<file path="config.mk">
export PLATFORM = sky130hd
export DESIGN_NAME = imm_decode_stage
export DESIGN_NICKNAME = d
export VERILOG_FILES = /design/src/rtl/imm_decode_pkg.sv /design/src/rtl/imm_decode_stage_sign_extend.sv /design/src/rtl/imm_decode_stage.sv
export SDC_FILE = /design/constraint.sdc
export NUM_CORES = 1
export LEC_CHECK = 0
export ABC_AREA = 1
export CAP_MARGIN = 20
export CORE_AREA = 2 2 179 199
export CTS_CLUSTER_DIAMETER = 80
export CTS_CLUSTER_SIZE = 30
export DETAILED_ROUTE_END_ITERATION = 10
export DIE_AREA = 0 0 181 201
export GPL_ROUTABILITY_DRIVEN = 0
export PLACE_DENSITY = 0.65
export REMOVE_ABC_BUFFERS = 1
export SLEW_MARGIN = 20
export SYNTH_ARGS = -nofsm -noshare
export SYNTH_HDL_FRONTEND = slang
export SYNTH_HIERARCHICAL = 1
export SYNTH_SLANG_ARGS = --single-unit
</file>
<file path="constraint.sdc">
create_clock -name clk -period 10.65 [get_ports clk]
set_clock_uncertainty 0.2 [all_clocks]
set_input_delay 2.6625 -clock clk [delete_from_list [all_inputs] [get_ports clk]]
set_output_delay 2.6625 -clock clk [all_outputs]
set_load 0.02 [all_outputs]
</file>
<file path="src/rtl/imm_decode_pkg.sv">
// Shared decode types for the immediate datapath: sel_type encoding,
// RV64 major opcodes, buffered entry layout and the opcode decoder.
package imm_decode_pkg;

  localparam int unsigned XLEN_MAX = 64;

  typedef enum logic [2:0] {
    SEL_I    = 3'd0,
    SEL_S    = 3'd1,
    SEL_SB   = 3'd2,
    SEL_U    = 3'd3,
    SEL_UJ   = 3'd4,
    SEL_NONE = 3'd5
  } sel_t;

  localparam logic [6:0] OP_LOAD   = 7'b0000011;
  localparam logic [6:0] OP_IMM    = 7'b0010011;
  localparam logic [6:0] OP_IMM32  = 7'b0011011;
  localparam logic [6:0] OP_JALR   = 7'b1100111;
  localparam logic [6:0] OP_SYSTEM = 7'b1110011;
  localparam logic [6:0] OP_STORE  = 7'b0100011;
  localparam logic [6:0] OP_BRANCH = 7'b1100011;
  localparam logic [6:0] OP_LUI    = 7'b0110111;
  localparam logic [6:0] OP_AUIPC  = 7'b0010111;
  localparam logic [6:0] OP_JAL    = 7'b1101111;
  localparam logic [6:0] OP_OP     = 7'b0110011;
  localparam logic [6:0] OP_OP32   = 7'b0111011;

  // Fields are sized for the widest core; narrower builds use the low bits.
  typedef struct packed {
    logic [31:0]         instr;
    logic [XLEN_MAX-1:0] pc;
    logic [XLEN_MAX-1:0] imm;
    sel_t                sel;
    logic                illegal;
  } entry_t;

  typedef struct packed {
    sel_t sel;
    logic illegal;
  } decode_t;

  function automatic decode_t opcode_to_sel(input logic [6:0] opcode);
    decode_t d;
    d.sel     = SEL_NONE;
    d.illegal = 1'b0;
    case (opcode)
      OP_LOAD, OP_IMM, OP_IMM32, OP_JALR, OP_SYSTEM: d.sel = SEL_I;
      OP_STORE:                                      d.sel = SEL_S;
      OP_BRANCH:                                     d.sel = SEL_SB;
      OP_LUI, OP_AUIPC:                              d.sel = SEL_U;
      OP_JAL:                                        d.sel = SEL_UJ;
      OP_OP, OP_OP32:                                d.sel = SEL_NONE;
      default:                                       d.illegal = 1'b1;
    endcase
    return d;
  endfunction

endpackage

</file>
<file path="src/rtl/imm_decode_stage_sign_extend.sv">
// signExtend: assembles the RISC-V immediate selected by sel_type and
// sign-extends it to XLEN (XLEN >= 32).
module signExtend
  import imm_decode_pkg::*;
#(
  parameter int unsigned XLEN = 64
) (
  input  logic [31:0]     instr,
  input  sel_t            sel_type,
  output logic [XLEN-1:0] extension
);

  logic [31:0] imm32;

  always_comb begin
    imm32 = '0;
    case (sel_type)
      SEL_I:   imm32 = {{20{instr[31]}}, instr[31:20]};
      SEL_S:   imm32 = {{20{instr[31]}}, instr[31:25], instr[11:7]};
      SEL_SB:  imm32 = {{19{instr[31]}}, instr[31], instr[7], instr[30:25],
                        instr[11:8], 1'b0};
      SEL_U:   imm32 = {instr[31:12], 12'b0};
      SEL_UJ:  imm32 = {{11{instr[31]}}, instr[31], instr[19:12], instr[20],
                        instr[30:21], 1'b0};
      default: imm32 = '0;
    endcase
  end

  assign extension = XLEN'($signed(imm32));

endmodule

</file>
<file path="src/rtl/imm_decode_stage.sv">
// Decode front end: decodes opcode/immediate at enqueue and buffers the result
// in a DEPTH-entry FIFO. Optional IMM_DECODE_STATS_EN adds illegal_count.
module imm_decode_stage
  import imm_decode_pkg::*;
#(
  parameter int unsigned DEPTH = 2,
  parameter int unsigned XLEN  = 64
) (
  input  logic            clk,
  input  logic            rst,
  input  logic            flush,
  input  logic            in_valid,
  output logic            in_ready,
  input  logic [31:0]     in_instr,
  input  logic [XLEN-1:0] in_pc,
  output logic            out_valid,
  input  logic            out_ready,
  output logic [31:0]     out_instr,
  output logic [XLEN-1:0] out_pc,
  output logic [XLEN-1:0] out_imm,
  output logic [2:0]      out_sel_type,
  output logic            out_illegal
`ifdef IMM_DECODE_STATS_EN
  ,
  output logic [15:0]     illegal_count
`endif
);

  localparam int unsigned PTR_W = $clog2(DEPTH);

  logic [PTR_W-1:0] rd_ptr_q, rd_ptr_d;
  logic [PTR_W-1:0] wr_ptr_q, wr_ptr_d;
  logic [PTR_W:0]   count_q, count_d;
  entry_t           mem_q [DEPTH];

  decode_t          dec;
  logic [XLEN-1:0]  ext;
  entry_t           wr_entry;
  entry_t           head;
  logic             full, empty, enq, deq;

  assign dec = opcode_to_sel(in_instr[6:0]);

  signExtend #(.XLEN(XLEN)) u_sign_extend (
    .instr     (in_instr),
    .sel_type  (dec.sel),
    .extension (ext)
  );

  always_comb begin
    wr_entry         = '0;
    wr_entry.instr   = in_instr;
    wr_entry.pc      = XLEN_MAX'(in_pc);
    wr_entry.imm     = (dec.sel == SEL_NONE) ? '0 : XLEN_MAX'(ext);
    wr_entry.sel     = dec.sel;
    wr_entry.illegal = dec.illegal;
  end

  assign full  = (count_q == (PTR_W+1)'(DEPTH));
  assign empty = (count_q == '0);

  assign in_ready  = !rst && !full;
  assign out_valid = !empty;
  assign enq       = in_valid && in_ready;
  assign deq       = out_valid && out_ready;

  always_comb begin
    rd_ptr_d = rd_ptr_q;
    wr_ptr_d = wr_ptr_q;
    count_d  = count_q;
    if (flush) begin
      rd_ptr_d = '0;
      wr_ptr_d = '0;
      count_d  = '0;
    end else begin
      if (enq) wr_ptr_d = wr_ptr_q + PTR_W'(1);
      if (deq) rd_ptr_d = rd_ptr_q + PTR_W'(1);
      case ({enq, deq})
        2'b10:   count_d = count_q + (PTR_W+1)'(1);
        2'b01:   count_d = count_q - (PTR_W+1)'(1);
        default: count_d = count_q;
      endcase
    end
  end

  always_ff @(posedge clk or posedge rst) begin
    if (rst) begin
      rd_ptr_q <= '0;
      wr_ptr_q <= '0;
      count_q  <= '0;
    end else begin
      rd_ptr_q <= rd_ptr_d;
      wr_ptr_q <= wr_ptr_d;
      count_q  <= count_d;
    end
  end

  // Entry storage is deliberately unreset; outputs are masked while empty.
  always_ff @(posedge clk) begin
    if (enq && !flush) mem_q[wr_ptr_q] <= wr_entry;
  end

  assign head = mem_q[rd_ptr_q];

  assign out_instr    = empty ? '0 : head.instr;
  assign out_pc       = empty ? '0 : head.pc[XLEN-1:0];
  assign out_imm      = empty ? '0 : head.imm[XLEN-1:0];
  assign out_sel_type = empty ? SEL_NONE : head.sel;
  assign out_illegal  = empty ? 1'b0 : head.illegal;

`ifdef IMM_DECODE_STATS_EN
  logic [15:0] illegal_cnt_q;

  always_ff @(posedge clk or posedge rst) begin
    if (rst) begin
      illegal_cnt_q <= '0;
    end else if (deq && !flush && head.illegal && (illegal_cnt_q != '1)) begin
      illegal_cnt_q <= illegal_cnt_q + 16'd1;
    end
  end

  assign illegal_count = illegal_cnt_q;
`endif

endmodule

</file>
# Yosys cells after proc, flatten, opt, wreduce, memory -nomap -nowiden
# Memory sizes are Yosys's and may differ from the RTL's.
# Cells that the tools add are included.
op_classes:
  n_eq_ne: 20
  muxes: 17
  reduce_logical: 16
  addsub: 4
op_table:
  columns: ["operator", "n"]
  rows:
  - ["64-bit 2-to-1 mux", 3]
  - ["32-bit one-hot mux with 5 select lines", 1]
  - ["32-bit 2-to-1 mux", 1]
  - ["7-bit by 6-bit equality test with 1-bit output (second input constant)", 4]
  - ["7-bit equality test (second input constant)", 4]
  - ["7-bit by 5-bit equality test with 1-bit output (second input constant)", 3]
  - ["3-bit one-hot mux with 5 select lines", 1]
  - ["12-bit OR reduction", 1]
  - ["1-bit 2-to-1 mux", 8]
  - ["7-bit by 2-bit equality test with 1-bit output (second input constant)", 1]
  - ["3-bit by 2-bit equality test with 1-bit output (second input constant)", 2]
  - ["3-bit equality test (second input constant)", 2]
  - ["5-bit OR reduction", 1]
  - ["2-bit equality test (second input constant)", 2]
  - ["1-bit logical AND", 4]
  - ["1-bit logical NOT", 4]
  - ["2-bit one-hot mux with 2 select lines", 1]
  - ["2-bit nonzero test", 2]
  - ["3-bit by 1-bit equality test with 1-bit output (second input constant)", 1]
  - ["3-bit logical NOT", 1]
  - ["3-bit 2-to-1 mux", 1]
  - ["3-bit nonzero test", 1]
  - ["1-bit adder (second input constant)", 2]
  - ["2-bit by 1-bit adder with 2-bit output (second input constant)", 1]
  - ["other kinds (5)", 5]
word_totals:
  ram_bits: 328
  n_memories: 1
  wordCells: 61
  input_bits: 101
  register_bits: 4
  out_inout_bits: 166
mem_list:
  columns: ["name", "depth", "word_bits", "read_ports", "rd_ports_with_merged_regs", "write_ports", "line", "text"]
  rows:
  - ["mem_q", 2, 164, 1, 0, 1, "imm_decode_stage.sv:34", "entry_t mem_q [DEPTH];"]

# Longest topological paths before layout
# Gate-level depths: netlist of the first run.
logic_depth:
  ltp_word: 7
  ltp_mapped: 15
  mapped_depth_nobuf: 13

# Modules after synthesis
# Netlist of the first run, hierarchy kept.
by_module_without_submodules:
  columns: ["module", "instances", "seq_area_each_um2", "area_per_inst_um2", "cells_each"]
  rows:
  - ["imm_decode_stage", 1, 9949.5, 13075.0, 1084]
  - ["signExtend", 1, 0.0, 834.6, 134]

# Worst setup path before layout of the first run
# No wires, ideal clock.
synth_path:
  kind: "input-to-reg"
  start: "input port rst"
  end: "memory mem_q[0][0] (netlist bit) (enable)"
  stages: 3
  arrival_time_ns: 9.911
  required_time_ns: 9.759
  slack_ns: -0.152
  path_cell_list: "a21oi_2 nand3_1 nor2_1"
synth_via:
  elab_chain_len: 6
synth_rtl:
  columns: ["item", "line", "text"]
  rows:
  - ["start: declaration", "imm_decode_stage.sv:10", "input logic rst,"]
  - ["1-bit logical NOT (no line)", null, null]
  - ["1-bit logical AND", "imm_decode_stage.sv:62", "assign in_ready = !rst && !full;"]
  - ["1-bit logical AND", "imm_decode_stage.sv:64", "assign enq = in_valid && in_ready;"]
  - ["1-bit logical AND", "imm_decode_stage.sv:100", "if (enq && !flush) mem_q[wr_ptr_q] <= wr_entry;"]
  - ["1-bit 2-to-1 mux", "imm_decode_stage.sv:100", null]
  - ["1-bit 2-to-1 mux (implied by the code)", "imm_decode_stage.sv:100", null]
  - ["end: declaration", "imm_decode_stage.sv:34", null]
# No other way between the ends.

# Final worst setup path of the first run
layout_path:
  start: "input port rst"
  end: "output port in_ready"
layout_via:
  elab_chain_len: 2
layout_rtl:
  columns: ["item", "line", "text"]
  rows:
  - ["1-bit logical NOT (no line)", null, null]
  - ["1-bit logical AND", "imm_decode_stage.sv:62", null]
  - ["end: declaration", "imm_decode_stage.sv:13", "output logic in_ready,"]
# No other way between the ends.

==> reports/metrics.cfg, run 1 <==
[global_routing]
grt_pass1_wl_um = 49500
antenna_found_initial = 0
grt_usage = 0.170
grt_max_degree = 98
grt_pass1_vias = 8826
grt_overflow = 0

[clock_network]
insertion_delay_ns = 0.50
clock_tree.root_cell = clkbuf_16
postCtsHoldBufs = 0
cts_setup_buffers = 0
cts_sinks = 332
numCtsBuffers = 15
cts_max_level = 1
cts_tree = yes
clockBufferDepth = 3
post_cts_resized = 0
clkTransAtPathRegs_ns = 0.11

[synthesis]
seq_area_frac_synth = 0.715
yosys_warnings = 6
synth_area_um2 = 13900
syn_inst = 1218
ys_types = 25
ys_ff_latch = 332
syn_avg_cell_area_um2 = 11.4

[route]
vias = 9131
dr.first_iter.drc_count = 695
drt_pass1_iterations = 7
final_antenna_net_count = 0
wirelength_um = 32100
wl_per_cell_um = 17.3
viasPerCell = 4.91
drcViolationCount = 0

[timing]
finalSetupViolCount = 0
final-hold-violation-count = 0
fin_crit_ns = 6.73
fmax_mhz = 149
rsz0062_at_grt = false
worstMarginPinSlew_ns = 1.08
maxSlewHeadroom = 0.280
finalMaxSlewViolations = 0
period_share = 0.632

[flow_run]
maxCapViolCount = 0

[layout]
syn_to_final_growth_pct = 23.1
drive_gt1_frac = 0.0494
diodes = 0
final_common_cell = nand2_1
most-common-layout-cells = nand2_1, edfxtp_1, clkdlybuf4s50_1, a21oi_1, inv_1
layout.nets = 1513
instances_no_fill = 1860
final_core_util = 0.495

[floorplan]
io_pins = 267
die_h_um = 201
die_area_um2 = 36400
start_util = 0.402
fp.dieW_um = 181
num_rows = 72
coreArea_um2 = 34600

[worst_setup_path]
critPathLaunchType = input pin
crit_required_ns = 7.79
critPathSlowestCell = clkdlybuf4s50_1
slowest_delay_ns = 0.62
criticalPathCategory = input pin to primary output
worst_path_most_repeated_cell = clkdlybuf4s50_1
crit_chain = clkdlybuf4s50_1, a21oi_2, clkdlybuf4s50_1
worst_setup_path_end_kind = primary output
arrival_ns = 3.87
r2r_setup_slack_ns = 7.24
critPathMaxFanout = 3

[power]
vdd_ir_drop_max_mv = 0.0887
power_density_nw_per_um2 = 155
p_leak_uw = 0.00646

[outcome]
status = finished, final reports clean

[place]
numPlacedInstances = 1839
dp_hpwl_um = 19500
portBuffers = 266

[hold_path]
hold_path.class = register to register

-- layout make-up --
type / count / area (µm²)
Clock inverter: 6 / 63.8
Sequential cell: 332 / 9950
Clock buffer: 15 / 375
Multi-Input combinational cell: 701 / 3090
Fill cell: 3054 / 17500
Tap cell: 444 / 556
Inverter: 83 / 317
Timing Repair Buffer: 279 / 2760
-- per-layer routing --
layer / wire, µm / up-vias / global-route usage
li1: - / 4461 / -
met1: 13900 / 4389 / 0.228
met2: 15800 / 242 / 0.294
met3: 1790 / 39 / 0.0265
met4: 595 / 0 / 0.0392
met5: 0 / - / 0
-- path summary, 6_finish.rpt --
path                       startpoint            to  cells past startpoint
min in group asynchronous         rst      rd_ptr_q                      2
setup / recovery                  rst      in_ready                      3
hold reg to reg              wr_ptr_q      wr_ptr_q                      1
max in group asynchronous         rst      rd_ptr_q                      2
setup reg to reg           count_q[0]  mem_q[1][35]                      6
hold / removal               wr_ptr_q      wr_ptr_q                      1
-- worst max-delay path, delay by kind of cell --
kind                   cells  cell delay (ns)
AO/OA/AOI/OAI              1             0.15
buffers and inverters      2             1.05
-- registers in the layout, summed over array words and instances (netlist names) --
name      count
count_q       2
mem_q       328
wr_ptr_q      1
rd_ptr_q      1
-- cell families (layout without fill, tap and decap cells) --
family                 Yosys count  in the layout  share of synthesized area
buffers and inverters          185            383                     0.0644
DFF                            332            332                      0.715
AOI/OAI and AO/OA              170            170                     0.0614
and+or+nand+nor                531            531                      0.159
-- cells in the mapped netlist, drive strengths merged --
library cell / count / area share
edfxtp: 328 / 0.71
clkbuf: 30 / 0.0082
inv: 83 / 0.022
o21ai: 3 / 0.0011
nand3: 40 / 0.019
buf: 72 / 0.034
a21oi: 167 / 0.060
nand2: 443 / 0.12
nor2: 29 / 0.010
nor3: 1 / 0.00036
dfrtp: 4 / 0.0072
nor4: 1 / 0.00045
nand4: 17 / 0.0076
-- through the flow --
stage	worst slack (ns)	total power, µW	hold slack (ns)	TNS, ns	cell area [µm²]
detailed placement	3.62	2030	0.408	0	16700
global route	3.73	2770	0.446	0	17100
finish	3.92	2660	0.412	0	17100
floorplan	-0.152	1770	0.281	-49.97	13300
CTS	3.92	2700	0.423	0	17100
global placement	3.75	2020	0.359	0	16700
-- report_power, final --
part | internal [µW] | switching [µW] | total [µW] | leakage (µW)
Clock | 287 | 388 | 675 | 0.000212
Combinational | 198 | 323 | 521 | 0.00306
Sequential | 1460 | 8.18 | 1470 | 0.00319
Note: power is estimated with default switching activity, not from simulation.
==> run 2: changes to the inputs <==
--- a/config.mk
+++ b/config.mk
@@ -13,7 +13,7 @@
 export DETAILED_ROUTE_END_ITERATION = 10
 export DIE_AREA = 0 0 181 201
 export GPL_ROUTABILITY_DRIVEN = 0
-export PLACE_DENSITY = 0.65
+export PLACE_DENSITY = 0.67
 export REMOVE_ABC_BUFFERS = 1
 export SLEW_MARGIN = 20
 export SYNTH_ARGS = -nofsm -noshare
==> constraint.sdc (replaced) <==
create_clock -name clk -period 5.7 [get_ports clk]
set_clock_uncertainty 0.2 [all_clocks]
set_input_delay 1.425 -clock clk [delete_from_list [all_inputs] [get_ports clk]]
set_output_delay 1.425 -clock clk [all_outputs]
set_load 0.02 [all_outputs]
==> run 2 against run 1 <==
Power increased by 92%. Sequential share of layout area decreased by 0.55 points. Largest cell class unchanged. Register-to-register slack got worse by 4.2 ns. Global-route usage increased by 0.065 points. Sequential power increased by 86%. Critical path type is now register to primary output.
==> reports/metrics.cfg, run 2 (synthesis gave the netlist of run 1 again) <==
[outcome]
status = finished, final reports clean  ; unchanged

[power]
p_leak_uw = 0.00653  ; was 0.00646 µW
vdd_ir_drop_max_mv = 0.199  ; was 0.0887 mV
power_density_nw_per_um2 = 296  ; was 155 nW/µm²

[global_routing]
antenna_found_initial = 1  ; was 0
grt_max_degree = 165  ; was 98
grt_usage = 0.171  ; was 0.170
grt_pass1_vias = 8905  ; was 8826
grt_overflow = 0  ; unchanged
grt_pass1_wl_um = 49700  ; was 49500 µm

[timing]
finalSetupViolCount = 0  ; unchanged
fmax_mhz = 212
final-hold-violation-count = 0  ; unchanged
period_share = 0.828
tns_ns = 0  ; unchanged
finalMaxSlewViolations = 0  ; unchanged
rsz0062_at_grt = false  ; unchanged
fin_crit_ns = 4.72
worstMarginPinSlew_ns = 0.999  ; was 1.08 ns
maxSlewHeadroom = 0.334  ; was 0.280

[layout]
final_core_util = 0.500  ; was 0.495
instances_no_fill = 1866  ; was 1860
final_common_cell = nand2_1  ; unchanged
fin_area_um2 = 17300  ; was 17100 µm²
fill_cells = 3025  ; was 3054
largest_reg_flops = 328  ; unchanged
most-common-layout-cells = nand2_1, edfxtp_1, clkdlybuf4s50_1, a21oi_1, inv_1  ; unchanged
top_register = mem_q  ; unchanged
top_regs = mem_q: 328 flops, count_q: 2 flops  ; unchanged
layout.nets = 1514  ; was 1513
syn_to_final_growth_pct = 24.3  ; was 23.1%
drive_gt1_frac = 0.0521  ; was 0.0494

[route]
wirelength_um = 32100  ; about the same
viasPerCell = 4.92  ; was 4.91
drt_pass1_iterations = 5  ; was 7
wl_per_cell_um = 17.2  ; was 17.3 µm
final_antenna_net_count = 0  ; unchanged
drcViolationCount = 0  ; unchanged
vias = 9190  ; was 9131
dr.first_iter.drc_count = 648  ; was 695

[floorplan]
start_util = 0.402  ; unchanged
fp.dieW_um = 181  ; unchanged
num_rows = 72  ; unchanged
die_h_um = 201  ; unchanged
die_area_um2 = 36400  ; unchanged
coreArea_um2 = 34600  ; unchanged
io_pins = 267  ; unchanged

[place]
portBuffers = 266  ; unchanged
dp_hpwl_um = 19000  ; was 19500 µm
dpl_cell_area_um2 = 16700  ; about the same
numPlacedInstances = 1839  ; unchanged

[worst_setup_path]
worst_setup_path_end_kind = primary output  ; unchanged
slowest_delay_ns = 0.67  ; was 0.62 ns
critPathLaunchType = register  ; was input pin
crit_chain = inv_6, buf_4, nand2_1, a21oi_1, clkdlybuf4s50_1  ; was clkdlybuf4s50_1, a21oi_2, clkdlybuf4s50_1
criticalPathCategory = register to primary output  ; was input pin to primary output
critPathSlowestCell = clkdlybuf4s50_1  ; unchanged
critPathMaxFanout = 97  ; was 3
arrival_ns = 3.09  ; was 3.87 ns
crit_required_ns = 4.07  ; was 7.79 ns

[hold_path]
hold_path.class = register to register  ; unchanged

[clock_network]
postCtsHoldBufs = 0  ; unchanged
clockBufferDepth = 3  ; unchanged
clkTransAtPathRegs_ns = 0.11  ; about the same
cts_tree = yes  ; unchanged
cts_setup_buffers = 0  ; unchanged
numCtsBuffers = 16  ; was 15
cts_sinks = 332  ; unchanged
insertion_delay_ns = 0.52  ; was 0.50 ns
post_cts_resized = 0  ; unchanged
clock_tree.root_cell = clkbuf_16  ; unchanged
cts_max_level = 1  ; unchanged

[flow_run]
maxCapViolCount = 0  ; unchanged

==> run 2: worst paths after layout <==
kind	cells after the start	endpoint	slack, ns	from
worst min-delay path	1	wr_ptr_q	0.39	wr_ptr_q
worst max register to register	5	mem_q[0][55]	3.00	count_q[0]
worst max-delay path	5	out_pc[18]	0.98	rd_ptr_q
max in group asynchronous	2	rd_ptr_q	4.18	rst
min in group asynchronous	2	rd_ptr_q	0.93	rst
worst min register to register	1	wr_ptr_q	0.39	wr_ptr_q
==> run 2: cell type report <==
type | count | area, µm² | area share
Timing Repair Buffer | 279 | 2820 | 0.163
Antenna cell | 1 | 2.50 | 0.000145
Tap cell | 444 | 556 | 0.0321
Sequential cell | 332 | 9950 | 0.576
Clock inverter | 7 | 97.6 | 0.00565
Inverter | 83 | 317 | 0.0183
Multi-Input combinational cell | 701 | 3090 | 0.179
Clock buffer | 19 | 443 | 0.0256
==> run 2: metrics by stage <==
stage                     worst slack (ns)  power [µW]  hold WS [ns]
after global placement                1.02        3790         0.371
after floorplan                      -3.86        3300         0.281
after CTS                            0.950        5170         0.399
after global routing                 0.844        5330         0.460
after detailed placement             0.918        3790         0.384
final                                0.981        5110         0.395
==> run 2: where the power goes <==
part / switching [µW] / total [µW] / internal [µW] / leakage (µW)
Combinational: 608 / 986 / 378 / 0.00308
Clock: 759 / 1380 / 625 / 0.000256
Sequential: 15.5 / 2740 / 2720 / 0.00319
Total: 1380 / 5110 / 3730 / 0.00653
==> run 2: routing by layer <==
metal,track usage,vias to the layer above,routed length [µm]
met1,0.230,4419,13500
li1,-,4466,-
met3,0.0283,36,2110
met2,0.292,269,15900
met4,0.0398,0,557
met5,0,-,0
==> run 2: worst max-delay path, delay by kind of cell (launching register included) <==
kind,cells,cell delay [ns]
compound gates,1,0.18
flops,1,0.53
buf+inv,3,1.65
simple gates,1,0.10
==> run 3: changes to the inputs <==
--- a/config.mk
+++ b/config.mk
@@ -13,7 +13,7 @@
 export DETAILED_ROUTE_END_ITERATION = 10
 export DIE_AREA = 0 0 181 201
 export GPL_ROUTABILITY_DRIVEN = 0
-export PLACE_DENSITY = 0.67
+export PLACE_DENSITY = 0.65
 export REMOVE_ABC_BUFFERS = 1
 export SLEW_MARGIN = 20
 export SYNTH_ARGS = -nofsm -noshare
==> constraint.sdc (replaced) <==
create_clock -name clk -period 4.6 [get_ports clk]
set_clock_uncertainty 0.2 [all_clocks]
set_input_delay 1.15 -clock clk [delete_from_list [all_inputs] [get_ports clk]]
set_output_delay 1.15 -clock clk [all_outputs]
set_load 0.02 [all_outputs]
==> run 3 against run 2 <==
Sequential power increased by 24%. Sequential cell count unchanged. Hold slack improved by 0.0013 ns. Utilization increased by 0.10 points. Global-route usage increased by 0.20 points. Clock power increased by 20%. Critical path depth unchanged. Worst setup slack got worse by 0.54 ns. First-iteration DRC count decreased by 6.5%. Highest routed layer unchanged.
==> reports/metrics.cfg, run 3 (synthesis gave the netlist of run 1 again) <==
[clock_network]
numCtsBuffers = 16  ; unchanged
cts_setup_buffers = 0  ; unchanged
post_cts_resized = 0  ; unchanged
clkTransAtPathRegs_ns = 0.11  ; about the same
postCtsHoldBufs = 0  ; unchanged
cts_max_level = 1  ; unchanged
insertion_delay_ns = 0.52  ; about the same
cts_tree = yes  ; unchanged
clock_tree.root_cell = clkbuf_16  ; unchanged
clockBufferDepth = 3  ; unchanged
cts_sinks = 332  ; unchanged

[layout]
top_regs = mem_q: 328 flops, count_q: 2 flops  ; unchanged
most-common-layout-cells = nand2_1, edfxtp_1, clkdlybuf4s50_1, a21oi_1, inv_1  ; unchanged
multi_input_area_um2 = 3090  ; unchanged
final-seq-area_um2 = 9950  ; unchanged
fill_cells = 3086  ; was 3025
final_core_util = 0.501  ; was 0.500
final_common_cell = nand2_1  ; unchanged
drive_gt1_frac = 0.0561  ; was 0.0521
layout.nets = 1519  ; was 1514
instances_no_fill = 1871  ; was 1866
largest_reg_flops = 328  ; unchanged
syn_to_final_growth_pct = 24.5  ; was 24.3%
top_register = mem_q  ; unchanged

[timing]
finalSetupViolCount = 0  ; unchanged
rsz0062_at_grt = false  ; unchanged
final-hold-violation-count = 0  ; unchanged
tns_ns = 0  ; unchanged
maxSlewHeadroom = 0.443  ; was 0.334
fin_crit_ns = 4.16
worstMarginPinSlew_ns = 0.835  ; was 0.999 ns
fmax_mhz = 241
holdWs_ns = 0.396  ; was 0.395 ns
finalMaxSlewViolations = 0  ; unchanged
period_share = 0.904

[worst_setup_path]
worst_setup_path_end_kind = primary output  ; unchanged
criticalPathCategory = register to primary output  ; unchanged
r2r_setup_slack_ns = 2.36  ; was 3.00 ns
r2r-end = mem_q[0][80]  ; was mem_q[0][55]
reg2reg_from = count_q[0]  ; unchanged
critPathMaxFanout = 65  ; was 97
crit_required_ns = 3.25  ; was 4.07 ns
crit_start = rd_ptr_q  ; unchanged
worstSetupEndpoint = out_imm[33]  ; was out_pc[18]
arrival_ns = 2.81  ; was 3.09 ns
reg2reg_depth = 5  ; unchanged
critPathLaunchType = register  ; unchanged

[floorplan]
coreArea_um2 = 34600  ; unchanged
fp.dieW_um = 181  ; unchanged
io_pins = 267  ; unchanged
start_util = 0.402  ; unchanged
die_area_um2 = 36400  ; unchanged
die_h_um = 201  ; unchanged
num_rows = 72  ; unchanged

[global_routing]
antenna_found_initial = 1  ; unchanged
grt_max_degree = 165  ; unchanged
grt_pass1_vias = 9213  ; was 8905
grt_usage = 0.173  ; was 0.171
grt_pass1_wl_um = 50600  ; was 49700 µm
grt_overflow = 0  ; unchanged

[flow_run]
maxCapViolCount = 0  ; unchanged

[place]
numPlacedInstances = 1844  ; was 1839
dp_hpwl_um = 19400  ; was 19000 µm
portBuffers = 266  ; unchanged

[route]
wl_per_cell_um = 17.2  ; about the same
wirelength_um = 32200  ; was 32100 µm
drcViolationCount = 0  ; unchanged
dr.first_iter.drc_count = 606  ; was 648
drt_pass1_iterations = 6  ; was 5
viasPerCell = 4.96  ; was 4.92
vias = 9277  ; was 9190
final_antenna_net_count = 0  ; unchanged

[power]
vdd_ir_drop_max_mv = 0.292  ; was 0.199 mV
power_density_nw_per_um2 = 363  ; was 296 nW/µm²
p_leak_uw = 0.00655  ; was 0.00653 µW

[outcome]
status = finished, final reports clean  ; unchanged

[hold_path]
hold_path.class = register to register  ; unchanged
min_path_cells = 1  ; unchanged

-- run 3: layout make-up --
| type | instances | area share |
|---|---|---|
| Sequential cell | 332 | 0.575 |
| Multi-Input combinational cell | 701 | 0.179 |
| Timing Repair Buffer | 284 | 0.167 |
| Tap cell | 444 | 0.0321 |
| Clock buffer | 17 | 0.0246 |
| Inverter | 83 | 0.0183 |
| Clock inverter | 9 | 0.00433 |
| Antenna cell | 1 | 0.000144 |
-- run 3: power breakdown --
group | leakage, µW | switching, µW | internal [µW]
Clock | 0.000247 | 960 | 704
Combinational | 0.00311 | 751 | 476
Sequential | 0.00319 | 18.7 | 3380
Total | 0.00655 | 1730 | 4560
-- run 3: worst min-delay path by stage --
stage / start / endpoint
after floorplan: wr_ptr_q / wr_ptr_q
after global placement: wr_ptr_q / wr_ptr_q
after detailed placement: wr_ptr_q / wr_ptr_q
after CTS: wr_ptr_q / wr_ptr_q
after global routing: wr_ptr_q / wr_ptr_q
final: wr_ptr_q / wr_ptr_q
-- run 3: critical path, stage by stage (launching register included) --
cell             delay [ns]
dfrtp_4                0.52
inv_6                  0.42
buf_4                  0.38
nand2_1                0.08
a21oi_1                0.19
clkdlybuf4s50_1        0.65
-- run 3: per-stage QoR --
step                      power, µW  worst slack, ns  cell area, µm²
after CTS                      6370            0.382           17300
after detailed placement       4710            0.403           16800
final                          6280            0.442           17300
after global placement         4700            0.556           16800
after floorplan                4090            -4.69           13300
after global routing           6540            0.313           17300
-- run 3: metal layers --
layer | vias up | global-route usage | part of all wire
met2 | 254 | 0.302 | 0.49
met3 | 33 | 0.0285 | 0.059
met4 | 0 | 0.0366 | 0.018
met1 | 4504 | 0.229 | 0.43
li1 | 4486 | - | -
met5 | - | 0 | 0
